## config.mk

```make
export PLATFORM = sky130hd
export DESIGN_NAME = mcu_sequencer_flat
export DESIGN_NICKNAME = d
export VERILOG_FILES = /design/src/rtl/mcu_sequencer_if.sv /design/src/rtl/mcu_sequencer.sv /design/src/flat_wrapper.sv
export SDC_FILE = /design/constraint.sdc
export NUM_CORES = 1
export LEC_CHECK = 0
export CAP_MARGIN = 20
export CORE_ASPECT_RATIO = 1.2
export CORE_UTILIZATION = 40
export DETAILED_ROUTE_END_ITERATION = 10
export GPL_TIMING_DRIVEN = 0
export PLACE_DENSITY = 0.77
export SLEW_MARGIN = 30
export SYNTH_ARGS = -nofsm -noshare
export SYNTH_HDL_FRONTEND = slang
export SYNTH_SLANG_ARGS = --single-unit
```

## constraint.sdc

```tcl
create_clock -name clk -period 2.18 [get_ports clk]
set_input_delay 0.327 -clock clk [delete_from_list [all_inputs] [get_ports clk]]
set_output_delay 0.327 -clock clk [all_outputs]
set_load 0.02 [all_outputs]
```

## src/rtl/mcu_sequencer_if.sv

```systemverilog
// Sequencer-to-datapath bundle: instruction fetch, next-PC mux, flags,
// data-memory handshake and all decoded control strobes.
// Latency: n/a (wires only). Backpressure: n/a.
// master = the sequencer, slave = instruction memory / datapath side.
// Optional macro MCU_SINGLE_STEP_EN adds the single-step input 'step'.
interface mcu_sequencer_if;
    // inputs to the sequencer
    logic [15:0] imem_data;   // instruction at address pc
    logic [7:0]  pc_next;     // next-PC mux output
    logic        zero_flag;   // ALU zero flag
    logic        neg_flag;    // ALU negative flag
    logic        mem_ready;   // data-memory completion pulse
`ifdef MCU_SINGLE_STEP_EN
    logic        step;        // start one instruction (sampled in WAIT)
`endif
    // outputs from the sequencer
    logic [7:0]  pc;          // instruction-memory address
    logic [7:0]  pc_minus1;   // address of the instruction in the IR
    logic [2:0]  DA;          // destination register field
    logic [2:0]  AA;          // source A register field
    logic [2:0]  BA;          // source B register field
    logic        MA;          // operand A select, 1 = pc_minus1
    logic        MB;          // operand B select, 1 = constant unit
    logic [1:0]  BS;          // next-PC select
    logic [3:0]  FS;          // ALU function code
    logic        RW;          // register write strobe
    logic        MD;          // write-back select, 1 = memory data
    logic        MW;          // memory write
    logic        mem_req;     // data-memory request
    logic        halted;      // core stopped
    logic        bus_err;     // sticky memory-timeout error

    modport master (
`ifdef MCU_SINGLE_STEP_EN
        input  step,
`endif
        input  imem_data, pc_next, zero_flag, neg_flag, mem_ready,
        output pc, pc_minus1, DA, AA, BA, MA, MB, BS, FS,
        output RW, MD, MW, mem_req, halted, bus_err
    );

    modport slave (
`ifdef MCU_SINGLE_STEP_EN
        output step,
`endif
        output imem_data, pc_next, zero_flag, neg_flag, mem_ready,
        input  pc, pc_minus1, DA, AA, BA, MA, MB, BS, FS,
        input  RW, MD, MW, mem_req, halted, bus_err
    );
endinterface

```

## src/rtl/mcu_sequencer.sv

```systemverilog
// Instruction sequencer / control unit for the 8-bit MCU: PC, pc_minus1, IR, decode.
// Latency: 2 cycles per instruction (FETCH, EXEC); LD/ST add >= 1 MEM cycle.
// Backpressure: stalls in MEM until mem_ready; after MEM_TIMEOUT cycles sets bus_err and halts.
// Ports: clk, reset (async, active-high) and 'bus' (mcu_sequencer_if.master) carrying
// imem_data/pc_next/flags/mem_ready in and pc/pc_minus1/DA/AA/BA/MA/MB/BS/FS/RW/MD/MW/
// mem_req/halted/bus_err out. Optional macro MCU_SINGLE_STEP_EN adds bus.step and a
// WAIT state ahead of every FETCH.
module mcu_sequencer #(
    parameter logic [7:0] RESET_PC    = 8'h00,
    parameter int         MEM_TIMEOUT = 15      // 1..255
) (
    input  logic            clk,
    input  logic            reset,
    mcu_sequencer_if.master bus
);

`ifdef MCU_SINGLE_STEP_EN
    typedef enum logic [2:0] {
        S_FETCH = 3'd0, S_EXEC = 3'd1, S_MEM = 3'd2, S_HALT = 3'd3, S_WAIT = 3'd4
    } state_t;
    // every instruction begins and ends in WAIT
    localparam state_t S_START = S_WAIT;
`else
    typedef enum logic [1:0] {
        S_FETCH = 2'd0, S_EXEC = 2'd1, S_MEM = 2'd2, S_HALT = 2'd3
    } state_t;
    localparam state_t S_START = S_FETCH;
`endif

    localparam logic [3:0] OP_LD  = 4'h7;
    localparam logic [3:0] OP_ST  = 4'h8;
    // counter holds (MEM cycles already spent); the last permitted cycle sees MEM_TIMEOUT-1
    localparam logic [7:0] CNT_LAST = 8'(MEM_TIMEOUT - 1);

    state_t      r_state;
    state_t      w_state_nxt;
    logic [7:0]  r_pc;
    logic [7:0]  r_pc_minus1;
    logic [15:0] r_ir;
    logic [7:0]  r_cnt;
    logic        r_bus_err;

    logic [3:0]  w_op;
    logic        w_ir_load, w_pc_load, w_cnt_inc, w_cnt_clr, w_err_set;
    logic        w_ma, w_mb, w_rw, w_md, w_mw, w_req, w_halted;
    logic [1:0]  w_bs;
    logic [3:0]  w_fs;
    logic        w_unused_ir;

    assign w_op = r_ir[15:12];
    // low IR bits feed the external constant unit straight from imem, not from here
    assign w_unused_ir = ^r_ir[2:0];

    always_ff @(posedge clk or posedge reset) begin
        if (reset) r_state <= S_START;
        else       r_state <= w_state_nxt;
    end

    always_comb begin
        w_state_nxt = r_state;
        w_ir_load   = 1'b0;
        w_pc_load   = 1'b0;
        w_cnt_inc   = 1'b0;
        w_cnt_clr   = 1'b0;
        w_err_set   = 1'b0;
        w_ma        = 1'b0;
        w_mb        = 1'b0;
        w_bs        = 2'b00;
        w_fs        = 4'b0000;
        w_rw        = 1'b0;
        w_md        = 1'b0;
        w_mw        = 1'b0;
        w_req       = 1'b0;
        w_halted    = 1'b0;
        case (r_state)
`ifdef MCU_SINGLE_STEP_EN
            S_WAIT: begin
                if (bus.step) w_state_nxt = S_FETCH;
            end
`endif
            S_FETCH: begin
                w_ir_load   = 1'b1;
                w_state_nxt = S_EXEC;
            end
            S_EXEC: begin
                // the common case: take the mux output and start the next instruction
                w_pc_load   = 1'b1;
                w_state_nxt = S_START;
                case (w_op)
                    4'h1: begin w_fs = 4'b0010; w_rw = 1'b1; end
                    4'h2: begin w_fs = 4'b0101; w_rw = 1'b1; end
                    4'h3: begin w_fs = 4'b1000; w_rw = 1'b1; end
                    4'h4: begin w_fs = 4'b1001; w_rw = 1'b1; end
                    4'h5: begin w_fs = 4'b0010; w_mb = 1'b1; w_rw = 1'b1; end
                    4'h6: begin w_ma = 1'b1; w_rw = 1'b1; end
                    OP_LD: begin
                        w_req = 1'b1; w_pc_load = 1'b0; w_state_nxt = S_MEM;
                    end
                    OP_ST: begin
                        w_req = 1'b1; w_mw = 1'b1; w_pc_load = 1'b0; w_state_nxt = S_MEM;
                    end
                    4'h9: w_bs = 2'b10;
                    4'hA: w_bs = bus.zero_flag ? 2'b01 : 2'b00;
                    4'hB: w_bs = bus.neg_flag  ? 2'b11 : 2'b00;
                    4'hF: begin w_pc_load = 1'b0; w_state_nxt = S_HALT; end
                    default: ;  // NOP and unused opcodes C/D/E
                endcase
            end
            S_MEM: begin
                w_req = 1'b1;
                w_mw  = (w_op == OP_ST);
                if (bus.mem_ready) begin
                    w_rw        = (w_op == OP_LD);
                    w_md        = (w_op == OP_LD);
                    w_pc_load   = 1'b1;   // BS stays 00 so the mux supplies pc+1
                    w_cnt_clr   = 1'b1;
                    w_state_nxt = S_START;
                end else if (r_cnt == CNT_LAST) begin
                    w_err_set   = 1'b1;
                    w_cnt_clr   = 1'b1;
                    w_state_nxt = S_HALT;
                end else begin
                    w_cnt_inc   = 1'b1;
                end
            end
            S_HALT: w_halted = 1'b1;
            default: w_state_nxt = S_START;
        endcase
    end

    always_ff @(posedge clk or posedge reset) begin
        if (reset) begin
            r_pc        <= RESET_PC;
            r_pc_minus1 <= 8'h00;
            r_ir        <= 16'h0000;
            r_cnt       <= 8'h00;
            r_bus_err   <= 1'b0;
        end else begin
            if (w_ir_load) begin
                r_ir        <= bus.imem_data;
                r_pc_minus1 <= r_pc;
            end
            if (w_pc_load) r_pc <= bus.pc_next;
            if (w_cnt_clr)      r_cnt <= 8'h00;
            else if (w_cnt_inc) r_cnt <= r_cnt + 8'h01;
            if (w_err_set) r_bus_err <= 1'b1;
        end
    end

    assign bus.pc        = r_pc;
    assign bus.pc_minus1 = r_pc_minus1;
    assign bus.DA        = r_ir[11:9];
    assign bus.AA        = r_ir[8:6];
    assign bus.BA        = r_ir[5:3];
    assign bus.MA        = w_ma;
    assign bus.MB        = w_mb;
    assign bus.BS        = w_bs;
    assign bus.FS        = w_fs;
    assign bus.RW        = w_rw;
    assign bus.MD        = w_md;
    assign bus.MW        = w_mw;
    assign bus.mem_req   = w_req;
    assign bus.halted    = w_halted;
    assign bus.bus_err   = r_bus_err;

endmodule

```

## src/flat_wrapper.sv

```systemverilog
// flat-port wrapper written by rule: the top's interface ports become plain ports
module mcu_sequencer_flat 
#(
    parameter logic [7:0] RESET_PC    = 8'h00,
    parameter int         MEM_TIMEOUT = 15               
)
  (clk, reset, bus_imem_data, bus_pc_next, bus_zero_flag, bus_neg_flag, bus_mem_ready, bus_pc, bus_pc_minus1, bus_DA, bus_AA, bus_BA, bus_MA, bus_MB, bus_BS, bus_FS, bus_RW, bus_MD, bus_MW, bus_mem_req, bus_halted, bus_bus_err);
  mcu_sequencer_if bus_i ();
  input  logic clk;
  input  logic reset;
  input wire logic [$bits(bus_i.imem_data)-1:0] bus_imem_data;
  input wire logic [$bits(bus_i.pc_next)-1:0] bus_pc_next;
  input wire logic [$bits(bus_i.zero_flag)-1:0] bus_zero_flag;
  input wire logic [$bits(bus_i.neg_flag)-1:0] bus_neg_flag;
  input wire logic [$bits(bus_i.mem_ready)-1:0] bus_mem_ready;
  output wire logic [$bits(bus_i.pc)-1:0] bus_pc;
  output wire logic [$bits(bus_i.pc_minus1)-1:0] bus_pc_minus1;
  output wire logic [$bits(bus_i.DA)-1:0] bus_DA;
  output wire logic [$bits(bus_i.AA)-1:0] bus_AA;
  output wire logic [$bits(bus_i.BA)-1:0] bus_BA;
  output wire logic [$bits(bus_i.MA)-1:0] bus_MA;
  output wire logic [$bits(bus_i.MB)-1:0] bus_MB;
  output wire logic [$bits(bus_i.BS)-1:0] bus_BS;
  output wire logic [$bits(bus_i.FS)-1:0] bus_FS;
  output wire logic [$bits(bus_i.RW)-1:0] bus_RW;
  output wire logic [$bits(bus_i.MD)-1:0] bus_MD;
  output wire logic [$bits(bus_i.MW)-1:0] bus_MW;
  output wire logic [$bits(bus_i.mem_req)-1:0] bus_mem_req;
  output wire logic [$bits(bus_i.halted)-1:0] bus_halted;
  output wire logic [$bits(bus_i.bus_err)-1:0] bus_bus_err;
  assign bus_i.imem_data = bus_imem_data;
  assign bus_i.pc_next = bus_pc_next;
  assign bus_i.zero_flag = bus_zero_flag;
  assign bus_i.neg_flag = bus_neg_flag;
  assign bus_i.mem_ready = bus_mem_ready;
  assign bus_pc = bus_i.pc;
  assign bus_pc_minus1 = bus_i.pc_minus1;
  assign bus_DA = bus_i.DA;
  assign bus_AA = bus_i.AA;
  assign bus_BA = bus_i.BA;
  assign bus_MA = bus_i.MA;
  assign bus_MB = bus_i.MB;
  assign bus_BS = bus_i.BS;
  assign bus_FS = bus_i.FS;
  assign bus_RW = bus_i.RW;
  assign bus_MD = bus_i.MD;
  assign bus_MW = bus_i.MW;
  assign bus_mem_req = bus_i.mem_req;
  assign bus_halted = bus_i.halted;
  assign bus_bus_err = bus_i.bus_err;
  mcu_sequencer #(.RESET_PC(RESET_PC), .MEM_TIMEOUT(MEM_TIMEOUT)) u_core (.clk(clk), .reset(reset), .bus(bus_i));
endmodule
```

After elaboration in Yosys (flattened, before gate mapping)

Cells that the tools add are included.

Bits of input ports: 29
Bits in writable memories: 0
Flip-flop bits (word level): 43
Memories: 0
Memory bits (read-only): 0
Latch bits: 0

Muxes and demuxes: 37
Shift operators: 0
Reductions and logical operators: 8
$mul: 0
Div/mod/pow operators: 0
$lt $le $gt $ge: 0
Add/sub/neg operators: 1
Equality and inequality tests: 17
Bitwise operators: 0

Operators with widths:

| kind                  | count |
|---|---|
| $mux W1               | 22 |
| $eq A4 B4 Y1 const B  | 5 |
| $eq A4 B3 Y1 const B  | 4 |
| $mux W8               | 2 |
| $pmux W4 S4           | 1 |
| $pmux W2 S3           | 2 |
| $add A8 B1 Y8 const B | 1 |
| $eq A4 B2 Y1 const B  | 2 |
| $eq A8 B4 Y1 const B  | 1 |
| $mux W2               | 4 |
| $pmux W1 S2           | 4 |
| $reduce_or A6 Y1      | 1 |
| $eq A2 B2 Y1 const B  | 2 |
| $eq A4 B1 Y1 const B  | 1 |
| $mux W4               | 1 |
| $pmux W2 S2           | 1 |
| $reduce_or A2 Y1      | 2 |
| $ne A3 B2 Y1 const B  | 1 |
| $reduce_bool A3 Y1    | 1 |
| $reduce_or A3 Y1      | 1 |
| $eq A2 B1 Y1 const B  | 1 |
| $logic_not A2 Y1      | 1 |
| $reduce_and A2 Y1     | 1 |
| $reduce_bool A2 Y1    | 1 |

Depth between registers and ports, before layout

Word-level depth: 6
Gate-level depth with buffers: 7

Worst setup path before layout

OpenSTA, ideal clock, no wires.

Kind: reg2out
Start point: reg u_core.r_state[1]
End point: out bus_MB
Setup slack: -0.133 ns
Data required time: 1.853 ns
Cell stages (with the launch flop): 6
Data arrival time: 1.986 ns
Path buffers: 1
Path through: dfrtp_1 -> inv_1 -> ha_1 -> clkbuf_1 -> nor4b_1 -> and2_1

Longest elaborated chain between the ends: 2

RTL lines:

| item                   | line                | source |
|---|---|---|
| from (decl)            | mcu_sequencer.sv:35 | `state_t r_state;` |
| from (signal assigned) | mcu_sequencer.sv:56 | `else r_state <= w_state_nxt;` |
| $eq A2 B1 Y1           | mcu_sequencer.sv:75 | `case (r_state)` |
| $mux W1                | mcu_sequencer.sv:75 |  |
| to (decl)              | flat_wrapper.sv:22  | `output wire logic [$bits(bus_i.MB)-1:0] bus_MB;` |

Every way passes these cells.

Worst setup path after layout

Start point: reg u_core.r_state[0]
End point: out bus_RW

Longest elaborated chain between the ends: 2
Elaborated cells on any way between the ends: 3
Classes of those cells: 2 x eq/ne; 1 x mux

RTL lines:

| item                                                | line                | source |
|---|---|---|
| $eq A2 B2 Y1 / $eq A2 B1 Y1 (equally long branches) | mcu_sequencer.sv:75 |  |
| $pmux W1 S2 *                                       | mcu_sequencer.sv:75 |  |
| to (decl)                                           | flat_wrapper.sv:25  | `output wire logic [$bits(bus_i.RW)-1:0] bus_RW;` |

Every way passes the cells marked *; elsewhere a longest branch is shown, timed or not.

==> flow_summary.ini <==
[status]
status = complete, no violations

[critical_path]
r2r_cells = 6
arrival_ns = 1.83
crit_path_end_kind = output pin
reg2reg_to = u_core.r_cnt[6]
critPathMaxFanout = 5
r2r-start = u_core.r_state[0]
crit_type = reg -> out
crit_end = bus_RW
critPathRequiredTime_ns = 1.85
cp-startpoint = u_core.r_state[0]
ff2ff_setup_slack_ns = 0.11
cp-start-kind = flip-flop

[floorplanning]
die-height_um = 80.8
start_util = 0.419
rows = 28
fp.coreArea_um2 = 4940
die_area_um2 = 5470
die_x_um = 67.7
io_pins = 68

[cells_and_area]
drive_above_1_share = 0.279
stdcell_count = 311
fillerInstances = 410
area_growth_pct = 41.3
antenna_cells = 0
fin_nets = 287

[synth]
ys_ff_latch = 40
synth_nets = 213
netlist_top_cells_count = dfrtp_1, mux2_2, buf_4
synth.top_cell.area_share = 0.484
synth_most_common_cell = dfrtp_1
synth-seq-area-share = 0.484
synthArstFlopShare = 1.00
syn_inst = 176
synth_cell_types = 37
avgSynthCellArea_um2 = 11.8
yosysTopAreaCell = dfrtp_1
synth_flop_cell = dfrtp_1
yosys_warnings = 0
synth_area_leaders = dfrtp_1, mux2_2, ha_1, buf_4, a21oi_1
synth_area_um2 = 2070
synth_edf_count = 0

[detailed_routing]
wl_per_cell_um = 13.3
vias_per_cell = 4.95
vias = 1539
first_pass_iters = 4
drc_errors = 0
drt_iter0_drc = 59
wl_um = 4150
drtAntennaViolNets = 0

[clock_network]
cts_max_path_buffers = 2
ctsHoldBuffers = 0
cts_made_buffers = 5
htreeDepth = 2
cts.sinks = 40
cts_tree = built
path_clk_slew_ns = 0.08
cts-root-buf = clkbuf_8
clk_latency_ns = 0.29

[timing]
fin_skew_ns = 0.00489
hold_slack_ns = 0.297
fin_crit_ns = 2.16
period_share = 0.989
timing.setup.tns_ns = 0
worst_slew_pin_slew_ns = 0.573
slew_headroom = 0.618
fmax_mhz = 464
report.final.hold_viol_count = 0
rsz0062_at_grt = yes
slew_violations = 0
setup_viol = 0

[power_and_ir_drop]
p_leak_nw = 1.24
ir_worst_vdd_mv = 0.833
cellPowerDensity_nw_per_um2 = 1450

[global_routing]
grt_pass1_wl_um = 6910
antenna_found_initial = 0
first_global_vias = 1515
grt_max_degree = 28
grt_overflow_total = 0
grt_util_all_layers = 0.168

[placed_design]
dp_cells = 301
dpl.hpwl_um = 2970
gp_congestion = 0.811
portBuffers = 64

[worst_hold_path]
hp-class = in -> async

[job]
max_cap_violations = 0
## critical path: stages (launching register included)
cell	delay, ns
dfrtp_2	0.46
inv_2	0.12
ha_1	0.24
and2_2	0.22
o21ai_0	0.10
a21oi_1	0.13
clkdlybuf4s15_2	0.28
## cell families after synthesis
group | Yosys count | share of synthesized area
muxes | 32 | 0.173
DFF | 40 | 0.484
buffers and inverters | 24 | 0.0617
adders and majority gates | 8 | 0.0484
and+or+nand+nor | 45 | 0.138
AOI/OAI and AO/OA | 25 | 0.0865
xor gates and xnor gates | 2 | 0.00847
## repair_timing
item,in CTS,in global routing
resized for setup,21,12
gates cloned,0,0
buffers inserted,2,1
setup endpoints to repair,12,6
pin swaps,0,0
## metal layers
layer  GRT usage  share of wire  up-vias
met1       0.214           0.45      733
met3      0.0478          0.060        5
met4      0.0702          0.019        0
met2       0.264           0.47       44
met5           0              0        -
li1            -              -      757
## worst min-delay path by stage
stage	startpoint	endpoint
after floorplan	bus_imem_data[12]	u_core.r_ir[12]
after detailed placement	u_core.bus.bus_err	u_core.bus.bus_err
after global placement	u_core.bus.bus_err	u_core.bus.bus_err
after global routing	reset	u_core.bus.bus_err
final	reset	u_core.r_cnt[3]
after CTS	reset	u_core.bus.bus_err
## state kept, by name, summed over array words and instances, names as in the netlist
| register | count |
|---|---|
| u_core.r_ir | 13 |
| u_core.bus.pc | 8 |
| u_core.bus.pc_minus1 | 8 |
| u_core.r_cnt | 8 |
| u_core.r_state | 2 |
| u_core.bus.bus_err | 1 |
## cells in the final DEF, fill, tap and decap left out, types with 2 or more instances in the layout
cell             instances
nor2b_1                  4
o21bai_1                 2
o21ai_4                  2
and2_1                   2
nand2_1                  7
buf_1                    2
inv_2                    2
dlygate4sd2_1            6
clkbuf_2                 4
clkbuf_8                 6
nand2b_1                 5
ha_4                     2
o21ai_0                  7
nor4b_1                  3
nor2_1                   4
dfrtp_1                 39
buf_4                   12
mux2i_1                  2
ha_1                     6
nand3_1                  6
xnor2_1                  2
a21oi_1                  7
mux2_2                  30
clkdlybuf4s50_1         52
buf_2                    3
inv_1                    6
clkinv_2                 2
nor3_1                   3
nor3b_1                  2
## through the flow
stage                     total power, mW  setup slack, ns  utilization  cell area, µm²
after global placement               3.67           -0.180        0.565            2790
after floorplan                      2.85            0.130            -            2080
after global routing                 4.54          -0.0874        0.592            2920
after detailed placement             3.72           -0.176        0.569            2810
final                                4.25           0.0242        0.592            2920
after CTS                            4.30          0.00459        0.593            2930
## where the power goes
group          total, mW  internal, mW  leakage, nW  switching (mW)
registers           1.30          1.08        0.473           0.223
clock network      0.513         0.253       0.0510           0.261
logic               2.43          1.31        0.720            1.13
total               4.25          2.64         1.24            1.61
## area by class of cell
class / instances / area [µm²] / area share
inverters: 8 / 30.0 / 0.0103
clock buffers: 6 / 82.6 / 0.0282
repair buffers: 68 / 657 / 0.225
plain buffers: 15 / 93.8 / 0.0321
well taps: 60 / 75.1 / 0.0257
multi-input cells: 112 / 973 / 0.333
clock inverters: 2 / 10.0 / 0.00342
flip-flops and latches: 40 / 1000 / 0.343
Note: power is estimated with default switching activity, not from simulation.
